$ cat src/rtl/mem_access_ctrl.sv
// Memory-access controller behind the IorD mux: word/half/byte loads and stores against a
// word-wide memory, with read-modify-write for sub-word stores and misalignment faulting.
module mem_access_ctrl #(
  parameter int MEM_LAT = 1
) (
  input  logic        clk,
  input  logic        reset,
  input  logic        start,
  input  logic        op_write,
  input  logic [1:0]  size,
  input  logic        sign_ext,
  input  logic [31:0] addr,
  input  logic [31:0] wdata,
  output logic        busy,
  output logic        done,
  output logic        misalign,
  output logic [31:0] rdata,
  output logic [31:0] mem_addr,
  output logic        mem_we,
  output logic [31:0] mem_wdata,
  input  logic [31:0] mem_rdata,
  output logic [1:0]  dbg_state
);

  // Handshake: start is a level sampled only while idle; done is a one-cycle pulse, and
  // misalign/rdata are meaningful in the done cycle (rdata then holds until the next load).
  localparam int CW = (MEM_LAT > 1) ? $clog2(MEM_LAT) : 1;
  localparam logic [CW-1:0] CNT_INIT = CW'(MEM_LAT - 1);

  typedef enum logic [1:0] {
    S_IDLE = 2'd0,
    S_RD   = 2'd1,
    S_WR   = 2'd2,
    S_DONE = 2'd3
  } state_t;

  state_t         r_state;
  state_t         w_next;
  logic [1:0]     r_lane;
  logic [1:0]     r_size;
  logic           r_write;
  logic           r_sext;
  logic           r_fault;
  logic [15:0]    r_wdata;
  logic [31:0]    r_mem_addr;
  logic [31:0]    r_mem_wdata;
  logic [31:0]    r_rdata;
  logic [CW-1:0]  r_cnt;

  logic           w_word;
  logic           w_fault;
  logic           w_accept;
  logic [7:0]     w_byte;
  logic [15:0]    w_half;
  logic [31:0]    w_merged;
  logic [31:0]    w_loaded;

  // Reserved size encoding behaves as a word access.
  assign w_word   = (size != 2'b01) && (size != 2'b10);
  assign w_fault  = (w_word && (addr[1:0] != 2'b00)) || ((size == 2'b01) && addr[0]);
  assign w_accept = (r_state == S_IDLE) && start;

  always_ff @(posedge clk or negedge reset) begin
    if (!reset) r_state <= S_IDLE;
    else        r_state <= w_next;
  end

  always_comb begin
    w_next = r_state;
    case (r_state)
      S_IDLE: begin
        if (start) begin
          if (w_fault)                w_next = S_DONE;
          else if (op_write && w_word) w_next = S_WR;
          else                        w_next = S_RD;
        end
      end
      S_RD:    if (r_cnt == '0) w_next = r_write ? S_WR : S_DONE;
      S_WR:    w_next = S_DONE;
      S_DONE:  w_next = S_IDLE;
      default: w_next = S_IDLE;
    endcase
  end

  // Lane extraction for loads and lane merge for read-modify-write stores.
  always_comb begin
    w_byte   = mem_rdata[{r_lane, 3'b000} +: 8];
    w_half   = mem_rdata[{r_lane[1], 4'b0000} +: 16];
    w_merged = mem_rdata;
    w_loaded = mem_rdata;
    case (r_size)
      2'b10: begin
        w_merged[{r_lane, 3'b000} +: 8] = r_wdata[7:0];
        w_loaded = {{24{r_sext & w_byte[7]}}, w_byte};
      end
      2'b01: begin
        w_merged[{r_lane[1], 4'b0000} +: 16] = r_wdata;
        w_loaded = {{16{r_sext & w_half[15]}}, w_half};
      end
      default: ;
    endcase
  end

  always_ff @(posedge clk or negedge reset) begin
    if (!reset) begin
      r_lane      <= '0;
      r_size      <= '0;
      r_write     <= 1'b0;
      r_sext      <= 1'b0;
      r_fault     <= 1'b0;
      r_wdata     <= '0;
      r_mem_addr  <= '0;
      r_mem_wdata <= '0;
      r_rdata     <= '0;
      r_cnt       <= '0;
    end else if (w_accept) begin
      r_lane     <= addr[1:0];
      r_size     <= size;
      r_write    <= op_write;
      r_sext     <= sign_ext;
      r_fault    <= w_fault;
      r_wdata    <= wdata[15:0];
      r_mem_addr <= {addr[31:2], 2'b00};
      r_cnt      <= CNT_INIT;
      if (op_write && w_word && !w_fault) r_mem_wdata <= wdata;
    end else if (r_state == S_RD) begin
      if (r_cnt == '0) begin
        if (r_write) r_mem_wdata <= w_merged;
        else         r_rdata     <= w_loaded;
      end else begin
        r_cnt <= r_cnt - 1'b1;
      end
    end
  end

  assign busy      = (r_state != S_IDLE);
  assign done      = (r_state == S_DONE);
  assign misalign  = (r_state == S_DONE) && r_fault;
  assign mem_we    = (r_state == S_WR);
  assign mem_addr  = r_mem_addr;
  assign mem_wdata = r_mem_wdata;
  assign rdata     = r_rdata;
  assign dbg_state = r_state;

endmodule

$ cat config.mk
export PLATFORM = sky130hd
export DESIGN_NAME = mem_access_ctrl
export DESIGN_NICKNAME = d
export VERILOG_FILES = /design/src/rtl/mem_access_ctrl.sv
export SDC_FILE = /design/constraint.sdc
export NUM_CORES = 1
export LEC_CHECK = 0
export CORE_MARGIN = 4
export CORE_UTILIZATION = 49
export CTS_BUF_LIST = sky130_fd_sc_hd__clkbuf_8
export DETAILED_ROUTE_END_ITERATION = 10
export DONT_BUFFER_PORTS = 1
export GPL_ROUTABILITY_DRIVEN = 0
export PLACE_DENSITY = 0.66
export SLEW_MARGIN = 20
export SYNTH_ARGS = -nofsm -noshare
export SYNTH_HDL_FRONTEND = slang
export SYNTH_SLANG_ARGS = --single-unit
export TNS_END_PERCENT = 50
$ cat constraint.sdc
create_clock -name clk -period 2.27 [get_ports clk]
set_input_delay 0 -clock clk [delete_from_list [all_inputs] [get_ports clk]]
set_output_delay 0 -clock clk [all_outputs]
set_load 0.02 [all_outputs]
* Yosys cells after proc, flatten, opt, wreduce, memory -nomap -nowiden
Index checks and enable logic that the tools add are counted.
Cells by class: $add $sub $neg 3, bitwise operators 5, mux-type cells 18, reduce and logical (&&, ||, !) cells 17, shift-type cells 6, eq/ne operators 12
Operators with widths (count):
- two-way mux 32 bit | 5
- one-hot mux 32 bit (2 select lines) | 2
- bitwise mux 32 bit | 2
- variable shift 16 x 7 -> 32 bit (first input constant) | 1
- variable shift 8 x 7 -> 32 bit (first input constant) | 1
- variable part select 16 x 7 -> 32 bit | 1
- variable part select 32 x 6 -> 16 bit | 1
- variable part select 32 x 6 -> 8 bit | 1
- variable part select 8 x 7 -> 32 bit | 1
- negation 5 -> 7 bit | 2
- two-way mux 2 bit | 4
- one-hot mux 2 bit (4 select lines) | 1
- AND reduction 4 bit | 2
- nonzero test 2 bit | 4
- logical AND 1 bit | 7
- equality test 2 x 1 -> 1 bit (second input constant) | 3
- equality test 2 bit (second input constant) | 3
- inequality test 2 x 1 -> 1 bit (second input constant) | 3
- inequality test 2 bit (second input constant) | 3
- two-way mux 1 bit | 4
- NOT 1 bit | 3
- AND 1 bit | 2
- zero test 2 bit | 1
- AND reduction 2 bit | 1
- 3 further kinds | 3
Storage, ports and cells: input port bits 103, output and inout bits 102, bits in registers 120, word-level logic and storage cells 72

* Logic depth before layout (Yosys ltp)
depth after elaboration 8, mapped depth 8, depth with buffers taken out 6

* Worst setup path before layout
Ideal clock, no wire load.
path type register to register, start reg r_lane[1], end reg r_mem_wdata[24], in the netlist mem_wdata[24], setup time 0.086 ns, required time 2.184 ns, stages on the path, launching flop included 9, slack 0.143 ns, data arrival time 2.041 ns, period minus slack after synthesis 2.127 ns, buffers on the path 2, cells stage by stage dfrtp_1 > buf_6 > buf_2 > inv_1 > ha_1 > nor4b_4 > a32o_1 > a221oi_1 > nor3_1
On the way: longest elaborated chain between the ends 8, elaborated cells between the ends (all ways) 13
RTL lines:
- start: declaration | line 39 | logic [1:0] r_lane;
- start signal: assignment | line 117 | r_lane <= addr[1:0];
- negation 5 -> 7 bit (on tied branches) | line 97, 93
- variable part select 16 x 7 -> 32 bit, or another cell as far along | line 97 | w_merged[{r_lane[1], 4'b0000} +: 16] = r_wdata;
- bitwise mux 32 bit (on tied branches) | line 97, 93
- one-hot mux 32 bit (2 select lines) * | line 91 | case (r_size)
- two-way mux 32 bit * | line 128 | if (r_write) r_mem_wdata <= w_merged;
- two-way mux 32 bit * | line 127 | if (r_cnt == '0) begin
- two-way mux 32 bit * | line 126 | end else if (r_state == S_RD) begin
- two-way mux 32 bit * | line 116 | end else if (w_accept) begin
- end signal: assignment | line 125 | if (op_write && w_word && !w_fault) r_mem_wdata <= wdata;
- end signal: assignment | line 128
- end: declaration | line 46 | logic [31:0] r_mem_wdata;
Mark *: on every way between the ends. The rest lies on a longest branch, timed or not. The select of a mux whose other input is x is not followed. A chain may end at the register's enable or synchronous reset.

* Worst setup path in the final report
start reg r_size[0], end reg r_mem_wdata[26], in the netlist mem_wdata[26]
On the way: longest elaborated chain between the ends 6, elaborated cells between the ends (all ways) 7
RTL lines:
- start: declaration | line 40 | logic [1:0] r_size;
- start signal: assignment | line 118 | r_size <= size;
- equality test 2 x 1 -> 1 bit or equality test 2 bit (tied branches) | line 91
- one-hot mux 32 bit (2 select lines) * | line 91
- two-way mux 32 bit * | line 128
- two-way mux 32 bit * | line 127
- two-way mux 32 bit * | line 126
- two-way mux 32 bit * | line 116
Marks and branches as above.

==> load_flow_metrics.sql <==
INSERT INTO impl_metrics (metric_group, metric, value, unit) VALUES
('global_route', 'grt_overflow_total', '0', ''),
('cells_and_area', 'n_antenna_cell', '0', ''),
('placement', 'dpl-instance-area', '6520', 'um^2'),
('cells_and_area', 'stdcell_area', '8010', 'um^2'),
('clock_tree', 'clock_transition_time_at_the_flip_flop_clock_pins_of_the_worst_setup_and_hold_paths', '0.07', 'ns'),
('yosys', 'ys_async_sr_fraction', '100', '%'),
('routing', 'vias', '5899', ''),
('yosys', 'most_frequent_cell_after_synthesis', 'sky130_fd_sc_hd__nand2_1', ''),
('setup_path', 'timing.critical_path.required', '2.62', 'ns'),
('clock_tree', 'root_buffer', 'sky130_fd_sc_hd__clkbuf_8', ''),
('sta', 'fin_crit_sh', '95.0', '%'),
('placement', 'number_of_buffers_added_on_ports', '0', ''),
('yosys', 'post_synth_inst_count', '694', ''),
('outcome', 'violated_checks', 'negative hold slack', ''),
('yosys', 'synth_area', '6310', 'um^2'),
('setup_path', 'cp.arrival', '2.51', 'ns'),
('setup_path', 'timing.critical_path.fanout_max', '10', ''),
('routing', 'count_of_routing_violations_after_the_opening_detailed_route_iteration', '894', ''),
('routing', '1st_pass_router_iterations', '6', ''),
('worst_hold_path', 'hp-class', 'primary input to asynchronous set/reset pin', ''),
('floorplanning', 'floorplan.rows', '41', ''),
('pwr', 'power.static_leakage', '3.58', 'nW'),
('yosys', 'synth_top_cell_area_share', '47.2', '%'),
('yosys', 'leading_register_cell_type_out_of_synthesis', 'sky130_fd_sc_hd__dfrtp_1', ''),
('clock_tree', 'hold_buffers', '103', ''),
('sta', 'worst_clock_skew', '0.0112', 'ns'),
('sta', 'holdWs', '-0.747', 'ns'),
('global_route', 'maximum_number_of_pins_on_one_net_before_global_route_repair', '120', ''),
('setup_path', 'criticalPathCategory', 'flop to flop', ''),
('pwr', 'power.density', '1510', 'nW/um^2'),
('sta', 'worst_slew_slack_as_a_fraction_of_its_limit', '66.6', '%'),
('clock_tree', 'clock_tree_from_tritoncts', 'yes', ''),
('yosys', 'synth-warning-count', '0', ''),
('floorplanning', 'boundaryPins', '205', ''),
('clock_tree', 'numClockSinks', '119', ''),
('clock_tree', 'cts.htree.levels', '4', ''),
('sta', 'fmaxAchievable', '0.464', 'GHz'),
('global_route', 'grt_use_total', '29.5', '%'),
('global_route', 'grt_first_pass_wirelength', '33.2', 'mm'),
('pwr', 'ir_drop', '0.000694', 'V'),
('yosys', 'ys_types', '51', ''),
('sta', 'final-setup-viol-count', '0', ''),
('clock_tree', 'clk-insertion-delay-late', '0.45', 'ns'),
('clock_tree', 'cts_made_buffers', '17', ''),
('global_route', 'initial_antenna_violation_count', '2', ''),
('global_route', 'via_count_of_the_first_global_routing_pass', '5695', ''),
('run', 'max_cap_violations', '0', ''),
('sta', 'worst_slew_pin_tran', '0.498', 'ns'),
('setup_path', 'crit_path_end_kind', 'flop', ''),
('yosys', 'synth_enable_flop_cells', '0', ''),
('floorplanning', 'floorplan.initialDensity', '50.0', '%'),
('cells_and_area', 'finish.net_count', '910', ''),
('routing', 'drt_wl_total', '21.9', 'mm'),
('sta', 'finalWorstPathRequiredPeriod', '2.16', 'ns'),
('setup_path', 'critPathLaunchType', 'flop', ''),
('yosys', 'synth.yosys.seq_area_share', '47.2', '%'),
('routing', 'drtAntennaViolNets', '0', ''),
('outcome', 'run_status', 'finished with violations', ''),
('yosys', 'synth_area_leader', 'sky130_fd_sc_hd__dfrtp_1', ''),
('yosys', 'netlist_top_cells_area', 'sky130_fd_sc_hd__dfrtp_1 47%, sky130_fd_sc_hd__nand2_1 12%, sky130_fd_sc_hd__mux2_2 5.0%', ''),
('sta', 'maxSlewViolCount', '0', ''),
('yosys', 'post_synth.cell_area_avg', '9.10', 'um^2'),
('clock_tree', 'clockBufferDepth', '2', ''),
('sta', 'setup-tns-final', '0', 'ns'),
('routing', 'remaining_design_rule_violation_count', '0', ''),
('routing', 'detail_route.vias_per_cell', '6.03', ''),
('yosys', 'postSynthRegisterBits', '119', ''),
('floorplanning', 'die_width', '122', 'um'),
('routing', 'wl_per_cell', '22.4', 'um'),
('floorplanning', 'floorplan.die_area', '14800', 'um^2'),
('cells_and_area', 'fraction_of_final_layout_cells_with_drive_strength_greater_than_1', '12.8', '%'),
('placement', 'dpl.hpwl', '14.4', 'mm'),
('yosys', 'ys_top_cells_by_count', '200 x sky130_fd_sc_hd__nand2_1, 119 x sky130_fd_sc_hd__dfrtp_1, 57 x sky130_fd_sc_hd__o21ai_0, 41 x sky130_fd_sc_hd__nor2_1, 28 x sky130_fd_sc_hd__mux2_2', ''),
('sta', 'unrepaired_setup_endpoints_after_global_routing', 'false', ''),
('floorplanning', 'die_span_in_y', '122', 'um'),
('sta', 'timing_hold_violations_final', '119', ''),
('floorplanning', 'core', '12600', 'um^2'),
('cells_and_area', 'area_growth_synth_to_finish', '26.8', '%');
cell usage in the layout (no fill, tap or decap), types with 2 or more instances in the layout:
cell and count:
sky130_fd_sc_hd__a21o_1 8, sky130_fd_sc_hd__nand2_1 199, sky130_fd_sc_hd__clkbuf_8 21, sky130_fd_sc_hd__a21oi_1 21, sky130_fd_sc_hd__nor4b_4 2, sky130_fd_sc_hd__bufinv_16 3, sky130_fd_sc_hd__inv_1 13, sky130_fd_sc_hd__conb_1 2
sky130_fd_sc_hd__nor2_1 41, sky130_fd_sc_hd__nor3_1 22, sky130_fd_sc_hd__nor3b_1 6, sky130_fd_sc_hd__a221o_1 8, sky130_fd_sc_hd__a221oi_1 22, sky130_fd_sc_hd__buf_12 3, sky130_fd_sc_hd__and4bb_2 2, sky130_fd_sc_hd__buf_4 23
sky130_fd_sc_hd__dlygate4sd3_1 103, sky130_fd_sc_hd__a32oi_1 6, sky130_fd_sc_hd__nand4_1 3, sky130_fd_sc_hd__and2_1 3, sky130_fd_sc_hd__nand2b_1 3, sky130_fd_sc_hd__clkinvlp_4 4, sky130_fd_sc_hd__mux2_2 28, sky130_fd_sc_hd__and4_1 2
sky130_fd_sc_hd__mux2i_1 2, sky130_fd_sc_hd__o211ai_1 7, sky130_fd_sc_hd__a22o_1 9, sky130_fd_sc_hd__ha_1 12, sky130_fd_sc_hd__nand3_1 3, sky130_fd_sc_hd__o31ai_1 3, sky130_fd_sc_hd__o21ai_1 3, sky130_fd_sc_hd__dfrtp_1 119
sky130_fd_sc_hd__a22oi_1 8, sky130_fd_sc_hd__mux2i_2 4, sky130_fd_sc_hd__nor2b_1 5, sky130_fd_sc_hd__o21ai_0 57, sky130_fd_sc_hd__a32o_1 6
final cells by class:
| cell class | instances | area, um^2 |
|---|---|---|
| multi-input combinational | 515 | 3070 |
| inverter | 12 | 45.0 |
| tap | 172 | 215 |
| timing repair buffer | 129 | 1260 |
| sequential | 119 | 2980 |
| clock buffer | 21 | 289 |
| clock inverter | 11 | 146 |
| fill | 1035 | 4610 |
where the power goes:
group | switching (W) | internal, W | total, W | leakage (nW)
Clock | 0.000897 | 0.00120 | 0.00210 | 0.212
Combinational | 0.00298 | 0.00201 | 0.00499 | 1.92
Sequential | 0.00189 | 0.00313 | 0.00502 | 1.45
Total | 0.00577 | 0.00634 | 0.0121 | 3.58
worst max-delay path, stage by stage (launching register included):
cell                       delay, ns
sky130_fd_sc_hd__dfrtp_1        0.38
sky130_fd_sc_hd__inv_1          0.08
sky130_fd_sc_hd__ha_1           0.40
sky130_fd_sc_hd__inv_1          0.25
sky130_fd_sc_hd__o21ai_1        0.45
sky130_fd_sc_hd__a221oi_1       0.23
sky130_fd_sc_hd__nor3_1         0.27
state kept, by name, summed over array words and instances (netlist names):
signal,count
mem_wdata,32
r_lane,2
r_fault,1
dbg_state,2
rdata,32
r_write,1
r_wdata,16
r_sext,1
r_size,2
mem_addr,30
repair_timing:
| action | 4_1_cts | 5_1_grt |
|---|---|---|
| endpoints found under the setup margin | 0 | 9 |
| resized for setup | 0 | 2 |
| buffers inserted | 0 | 1 |
| hold endpoints to repair | 238 | 119 |
path summary, 6_finish.rpt:
kind,startpoint,endpoint,slack [ns],cells after the start
worst max register to register,r_size[0],mem_wdata[26],0.11,6
worst min register to register,r_fault,r_fault,0.51,2
worst max-delay path,r_size[0],mem_wdata[26],0.11,6
max in group asynchronous,reset,mem_wdata[31],2.81,0
worst min-delay path,reset,rdata[28],-0.75,0
min in group clk,mem_rdata[15],rdata[15],0.05,3
layer usage:
layer	track usage [%]	wire length [um]	vias to the layer above
met5	0	27	-
met4	8.40	466	4
met3	10.9	2670	58
met2	45.2	10100	362
met1	39.7	8700	2847
li1	-	-	2628
stage by stage:
stage / utilization [%] / setup slack (ns) / std cells / total power [W]
floorplan: - / 0.143 / 695 / 0.00829
global placement: 51.6 / 0.108 / 843 / 0.00943
detailed placement: 51.6 / 0.0691 / 843 / 0.00963
CTS: 63.3 / 0.0397 / 978 / 0.0119
global route: 63.4 / 0.0102 / 979 / 0.0128
finish: 63.4 / 0.113 / 979 / 0.0121
cell families after synthesis:
family                     after synthesis  synth area share (%)
DFF                                    119                  47.2
AOI/OAI and AO/OA                      166                  18.5
muxes                                   35                  6.42
buffers and inverters                   61                  4.42
other                                    1                0.0594
adders and majority gates               13                  2.58
and+or+nand+nor                        299                  20.8
(Power assumes the default switching activity.)
